**config.mk**
```make
export PLATFORM = sky130hd
export DESIGN_NAME = subcarrier_mapper
export DESIGN_NICKNAME = d
export VERILOG_FILES = /design/src/rtl/subcarrier_mapper.sv
export SDC_FILE = /design/constraint.sdc
export NUM_CORES = 2
export LEC_CHECK = 0
export CAP_MARGIN = 20
export CORE_ASPECT_RATIO = 1.2
export CORE_MARGIN = 1
export CORE_UTILIZATION = 35
export DETAILED_ROUTE_END_ITERATION = 7
export GPL_TIMING_DRIVEN = 0
export PLACE_DENSITY_LB_ADDON = 0.15
export REMOVE_ABC_BUFFERS = 1
export SYNTH_ARGS = -nofsm -noshare
export SYNTH_HDL_FRONTEND = slang
export SYNTH_SLANG_ARGS = --single-unit
export TNS_END_PERCENT = 100
```
**constraint.sdc**
```tcl
create_clock -name map_clk -period 8.65 [get_ports map_clk]
set_clock_uncertainty 0.1 [all_clocks]
set_input_delay 1.73 -clock map_clk [delete_from_list [all_inputs] [get_ports map_clk]]
set_output_delay 1.73 -clock map_clk [all_outputs]
set_load 0.01 [all_outputs]
```
**src/rtl/subcarrier_mapper.sv**
```systemverilog
// OFDM subcarrier mapper: buffers QAM symbols and emits 64-bin frames
// (DC null, 8 BPSK pilots, 55 data bins) with an inter-frame gap.
module subcarrier_mapper #(
  parameter int WIDTH      = 16,
  parameter int FIFO_AW    = 6,
  parameter int PILOT_AMP  = 8192,
  parameter int GAP_CYCLES = 16
) (
  input  logic               map_clk,
  input  logic               map_rst_n,
  input  logic               din_valid,
  output logic               din_ready,
  input  logic [WIDTH-1:0]   map_real_din,
  input  logic [WIDTH-1:0]   map_imag_din,
  output logic               dout_valid,
  output logic [5:0]         dout_index,
  output logic [WIDTH-1:0]   map_real_dout,
  output logic [WIDTH-1:0]   map_imag_dout,
  output logic [FIFO_AW:0]   fifo_count
);

  localparam int DEPTH = 1 << FIFO_AW;
  localparam int NDATA = 55;
  localparam int GW    = $clog2(GAP_CYCLES + 1);

  localparam logic [FIFO_AW:0] CNT_FULL = (FIFO_AW+1)'(DEPTH);
  localparam logic [FIFO_AW:0] CNT_GO   = (FIFO_AW+1)'(NDATA);
  localparam logic [WIDTH-1:0] P_POS    = WIDTH'(PILOT_AMP);
  localparam logic [WIDTH-1:0] P_NEG    = WIDTH'(-PILOT_AMP);
  localparam logic [GW-1:0]    GAP_LAST = GW'(GAP_CYCLES - 1);

  typedef enum logic [1:0] {
    IDLE,
    FRAME,
    GAP
  } state_e;

  logic [2*WIDTH-1:0] mem_q [DEPTH];
  logic [FIFO_AW-1:0] wptr_q, rptr_q;
  logic [FIFO_AW:0]   cnt_q, cnt_d;

  state_e       state_q;
  logic [5:0]   bin_q;
  logic [GW-1:0] gap_q;
  logic [6:0]   lfsr_q;
  logic         pol_q;
  logic         lfsr_fb;

  logic push, pop, is_pilot;

  assign din_ready  = (cnt_q < CNT_FULL);
  assign push       = din_valid && din_ready;
  assign is_pilot   = (bin_q[2:0] == 3'd4);
  assign pop        = (state_q == FRAME) && (bin_q != 6'd0) && !is_pilot;
  assign fifo_count = cnt_q;
  assign lfsr_fb    = lfsr_q[6] ^ lfsr_q[3];

  // Occupancy: simultaneous push and pop leave the count unchanged.
  always_comb begin
    cnt_d = cnt_q;
    unique case ({push, pop})
      2'b10:   cnt_d = cnt_q + 1'b1;
      2'b01:   cnt_d = cnt_q - 1'b1;
      default: cnt_d = cnt_q;
    endcase
  end

  // Symbol storage; contents need no reset since pointers gate reads.
  always_ff @(posedge map_clk) begin
    if (push) mem_q[wptr_q] <= {map_real_din, map_imag_din};
  end

  // FIFO pointers and occupancy counter.
  always_ff @(posedge map_clk or negedge map_rst_n) begin
    if (!map_rst_n) begin
      wptr_q <= '0;
      rptr_q <= '0;
      cnt_q  <= '0;
    end else begin
      if (push) wptr_q <= wptr_q + 1'b1;
      if (pop)  rptr_q <= rptr_q + 1'b1;
      cnt_q <= cnt_d;
    end
  end

  // Frame sequencer with registered bin outputs and pilot polarity LFSR.
  always_ff @(posedge map_clk or negedge map_rst_n) begin
    if (!map_rst_n) begin
      state_q       <= IDLE;
      bin_q         <= '0;
      gap_q         <= '0;
      lfsr_q        <= 7'h7f;
      pol_q         <= 1'b0;
      dout_valid    <= 1'b0;
      dout_index    <= '0;
      map_real_dout <= '0;
      map_imag_dout <= '0;
    end else begin
      dout_valid    <= 1'b0;
      dout_index    <= '0;
      map_real_dout <= '0;
      map_imag_dout <= '0;
      unique case (state_q)
        IDLE: begin
          if (cnt_q >= CNT_GO) begin
            state_q <= FRAME;
            bin_q   <= '0;
            pol_q   <= lfsr_fb;
            lfsr_q  <= {lfsr_q[5:0], lfsr_fb};
          end
        end
        FRAME: begin
          dout_valid <= 1'b1;
          dout_index <= bin_q;
          if (is_pilot) begin
            map_real_dout <= pol_q ? P_NEG : P_POS;
          end else if (bin_q != 6'd0) begin
            {map_real_dout, map_imag_dout} <= mem_q[rptr_q];
          end
          bin_q <= bin_q + 1'b1;
          if (bin_q == 6'd63) begin
            state_q <= GAP;
            gap_q   <= '0;
          end
        end
        GAP: begin
          if (gap_q == GAP_LAST) state_q <= IDLE;
          else                   gap_q   <= gap_q + 1'b1;
        end
        default: state_q <= IDLE;
      endcase
    end
  end

endmodule

```
======== Yosys cells after proc, flatten, opt, wreduce, memory -nomap -nowiden ========
Memories as Yosys holds them, arrays and structs flattened.
Cells that the tools add are included.
word-level totals
  flip-flop bits (word level) ............. 79
  memory bits (writable) .................. 2048
  input port bits ......................... 35
  output and inout port bits .............. 47
  logic and storage cells ................. 67
  memories ................................ 1
operators by class
  $add $sub $neg .......................... 6
  magnitude comparators ................... 2
  equality and inequality tests ........... 11
  multiplexer cells ....................... 21
  bitwise logic cells ..................... 1
  reductions and logical operators ........ 13
memories
  name   words  width  read ports  clocked after memory_dff  write ports  RTL line  RTL
  mem_q  64     32     1           0                         1            38        logic [2*WIDTH-1:0] mem_q [DEPTH];
operators by type and width
  cell                                                                   count
  16-bit 2-to-1 mux                                                      7
  6-bit by 1-bit adder with 6-bit output, second input constant          3
  7-bit one-hot mux with 2 select lines                                  1
  6-bit 2-to-1 mux                                                       2
  6-bit one-hot mux with 2 select lines                                  1
  5-bit 2-to-1 mux                                                       2
  5-bit one-hot mux with 2 select lines                                  1
  7-bit by 1-bit adder with 7-bit output, second input constant          1
  7-bit by 6-bit >= comparator with 1-bit output, second input constant  1
  7-bit < comparator, second input constant                              1
  7-bit by 1-bit subtractor with 7-bit output, second input constant     1
  6-bit == test, second input constant                                   1
  2-bit 2-to-1 mux                                                       3
  2-bit inequality test, second input constant                           3
  2-bit one-hot mux with 3 select lines                                  1
  3-bit AND reduction                                                    2
  2-bit nonzero test                                                     3
  6-bit nonzero test                                                     1
  5-bit by 1-bit adder with 5-bit output, second input constant          1
  5-bit by 4-bit == test with 1-bit output, second input constant        1
  2-bit by 1-bit == test with 1-bit output, second input constant        2
  2-bit == test, second input constant                                   2
  2-bit AND reduction                                                    2
  3-bit == test, second input constant                                   1
  other kinds (6)                                                        10

======== Logic depth before layout (Yosys ltp) ========
  depth after elaboration ................. 5
  depth in mapped cells ................... 14
  gate-level depth less buffers ........... 13

======== Worst setup path after synthesis ========
OpenSTA, ideal clock, no wires.
  kind .................................... input-to-reg
  start point ............................. in din_valid
  end point ............................... mem mem_q[59][0] (netlist name), enable pin
  library setup time ...................... 0.421 ns
  arrival time ............................ 3.939 ns
  required time ........................... 8.129 ns
  path slack .............................. 4.190 ns
  cell stages on the path ................. 5
  buffers on the path ..................... 0
  path through ............................ nor2b_1 inv_1 nor2_1 nand3_1 nor2_1
between the ends
  longest elaborated chain between the ends .. 3
ends and longest elaborated chain
  what                                    RTL line  RTL
  start, declared                         11        input logic din_valid,
  1-bit logical AND                       52        assign push = din_valid && din_ready;
  1-bit 2-to-1 mux                        70        if (push) mem_q[wptr_q] <= {map_real_din, map_imag_din};
  1-bit 2-to-1 mux (not written as such)  70
  end, declared                           38
Every way passes these cells.

======== Worst setup path in the final report ========
  start point ............................. in din_valid
  end point ............................... mem mem_q[35][11] (netlist name), enable pin
Same word-level chain as after synthesis.

==> impl_metrics.tcl <==
set metrics [dict create \
    status "completed" \
    worst_setup_path_start_kind "input port" \
    power.total_mw 21.4 \
    gp_congestion 0.721 \
    timing.fmax_mhz 189 \
    yosys.cell_types.count 52 \
    post_cts_resize_count 0 \
    drt_iter0_drc 3965 \
    finish.net_count 3772 \
    regToRegStartpoint "fifo_count[6]" \
    detailedRoute.firstPassIterationCount 5 \
    netlist.area_leader.share_pct 75.8 \
    timing.setup.critical_path_class "in -> reg" \
    most_frequent_standard_cell_in_the_layout_excluding_fill_and_tap_cells "sky130_fd_sc_hd__edfxtp_1" \
    synth_area_leaders "sky130_fd_sc_hd__edfxtp_1 (76%), sky130_fd_sc_hd__mux4_2 (16%), sky130_fd_sc_hd__dfrtp_1 (2.2%)" \
    hold_end "lfsr_q[0]" \
    die_h_um 529 \
    lkg_pwr_nw 29.8 \
    drive_gt1_share_pct 31.0 \
    std_cell_rows 193 \
    share_of_synthesized_registers_carrying_an_async_set_or_reset_pct 3.71 \
    commonest_cells_after_routing_fill_and_taps_aside "sky130_fd_sc_hd__edfxtp_1 (2048), sky130_fd_sc_hd__mux4_2 (592), sky130_fd_sc_hd__clkbuf_16 (217), sky130_fd_sc_hd__buf_12 (107), sky130_fd_sc_hd__buf_16 (80)" \
    worst_hold_slack_ns 0.386 \
    final_period_minus_worst_setup_slack_ns 5.30 \
    clkSinkCount 2127 \
    grt_setup_unrepaired "no" \
    vias_in_the_first_global_route 39100 \
    dp_slack_ns 2.61 \
    max_slew.worst_pin.slew_ns 1.09 \
    worst_setup_path_end_kind "flop" \
    maxCapViolCount 0 \
    cts_hold_buf 0 \
    crit_fanout 17 \
    required_arrival_time_at_the_worst_endpoint_ns 9.07 \
    drt_wl_total_um 224000 \
    slew-limit-headroom_pct 27.2 \
    grt_remaining_overflow 0 \
    drt_drc_violations_left 0 \
    antenna_violating_nets_post_route 0 \
    hp-start "lfsr_q[0]" \
    slowest_cell_on_the_critical_path "sky130_fd_sc_hd__nor2_4" \
    postLayoutSetupSlackWorst_ns 3.35 \
    worst_r2r_endpoint "mem_q[35][11]" \
    maximum_number_of_pins_on_one_net_before_global_route_repair 65 \
    design.core.area_um2 230000 \
    library_cell_with_the_largest_summed_area_after_synthesis "sky130_fd_sc_hd__edfxtp_1" \
    die-width_um 441 \
    critical_path.max_stage_delay_ns 1.03 \
    portBuffers 81 \
    power.density_nw_per_um2 222 \
    floorplan.initialDensity_pct 35.2 \
    area_growth_pct 18.6 \
    cp_cell_sequence "clkdlybuf4s50_1 > nor2b_1 > inv_1 > nor2_1 > nand3_1 > nor2_4 > buf_12" \
    cts_buffers 215 \
    clock_path_buffers 4 \
    synth_area_um2 81100 \
    number_of_endpoints_failing_setup_at_the_final_stage 0 \
    drt-wirelength-per-cell_um 32.3 \
    final_max_slew_viol_count 0 \
    postSynthCellCount 3421 \
    die_area_um2 234000 \
    route.vias.total 37500 \
    design_area_um2 96200 \
    pin_count 82 \
    ctsRootBufferMaster "sky130_fd_sc_hd__clkbuf_16" \
    worst-r2r-setup-slack_ns 4.26 \
    worst_ir_drop_vdd_uv 148 \
    placed_wire_length_estimate_after_detailed_placement_um 138000 \
    clock_latency_late_sink_ns 0.86 \
    gr-usage-all-layers_pct 19.3 \
    worst_hold_path.num_cells 2 \
    report.final.hold_viol_count 0 \
    post-cts-setup-buffers 0 \
    synth-edff-count 2048 \
    critical_path_arrival_ns 5.72 \
    vias_per_cell 5.40 \
    ys_dominant_reg_cell "sky130_fd_sc_hd__edfxtp_1" \
    yosysSeqAreaShare_pct 78.3 \
    yosys_register_bits 2127 \
    tritoncts_clock_tree "done" \
    global_route_wire_length_before_repair_um 314000 \
    reg_clk_slew_reported_paths_ns 0.07 \
    ys.warnings.count 0 \
    fin_crit_sh_pct 61.2 \
    worst_hold_path_type "reg -> reg" \
    worst_r2r_path_depth 6 \
    synth.avg_cell_area_um2 23.7 \
    grt_antenna_before_repair 19 \
    cts_max_level 4 \
    detailed_place.area_um2 89500 \
]
-- kinds of logic (layout without fill, tap and decap cells) --
| logic type | Yosys count | in the layout | share of synthesized area (%) |
|---|---|---|---|
| compound gates | 178 | 178 | 1.49 |
| xor+xnor | 20 | 20 | 0.216 |
| fa+ha+maj | 9 | 9 | 0.139 |
| buf+inv | 195 | 675 | 1.19 |
| flops | 2127 | 2127 | 78.3 |
| mux | 678 | 678 | 17.5 |
| other cells | 0 | 8 | 0 |
| simple gates | 214 | 214 | 1.20 |
-- worst max-delay path: cells and delay by family --
family,cells,cell delay (ns)
buffers and inverters,3,1.15
and+or+nand+nor,4,2.77
-- flip-flops by register name (all words and copies together), names as in the netlist, 2 cells and up --
signal	cells
bin_q	6
mem_q	2048
rptr_q	6
wptr_q	6
dout_index	6
lfsr_q	7
fifo_count	7
map_imag_dout	16
state_q	2
map_real_dout	16
gap_q	5
-- report_power, final --
part	switching, mW	total [mW]	internal (mW)
combinational	0.574	0.857	0.283
sequential	0.0864	11.6	11.5
clock	3.89	8.94	5.05
-- stage by stage --
stage	utilization, %	cells	TNS (ns)
4_1_cts	41.7	6923	0
5_1_grt	41.7	6927	0
2_1_floorplan	-	3237	-469.69
3_3_place_gp	36.8	6340	-931.73
3_5_place_dp	38.9	6533	0
6_report	41.8	6931	0
-- synth_stat cells (all sizes together) (10+ instances only) --
cell type / n
a211oi: 10
a21oi: 33
a22oi: 16
a32oi: 10
and2: 11
buf: 116
clkbuf: 68
dfrtp: 72
edfxtp: 2048
inv: 11
mux2i: 77
mux4: 592
nand2: 59
nand2b: 11
nand3: 15
nor2: 86
o21ai: 37
o221ai: 11
o22ai: 16
xor2: 11
-- final cells by class --
| class | instances | area [um^2] |
|---|---|---|
| Fill cell | 19900 | 134000 |
| Sequential cell | 2127 | 63500 |
| Multi-Input combinational cell | 1099 | 17200 |
| Clock buffer | 271 | 5730 |
| Timing Repair Buffer | 274 | 5030 |
| Tap cell | 3022 | 3780 |
| Clock inverter | 119 | 897 |
| Inverter | 11 | 43.8 |
| Antenna cell | 8 | 20.0 |
-- worst max path at each step --
stage | start | endpoint | slack [ns]
CTS | din_valid | mem_q[35][19] | 3.50
finish | din_valid | mem_q[35][11] | 3.35
detailed placement | din_valid | mem_q[35][11] | 2.61
global placement | rptr_q[0] | map_real_dout[10] | -25.31
floorplan | rptr_q[0] | map_real_dout[15] | -12.95
global route | din_valid | mem_q[35][1] | 3.31
-- layer usage --
metal	GRT usage, %	wire length [um]	vias to the layer above
met5	0	0	-
met4	4.52	4640	0
met3	2.76	10700	303
met2	32.2	112000	1019
met1	26.6	96500	20800
li1	-	-	15300
(Power assumes the default switching activity.)
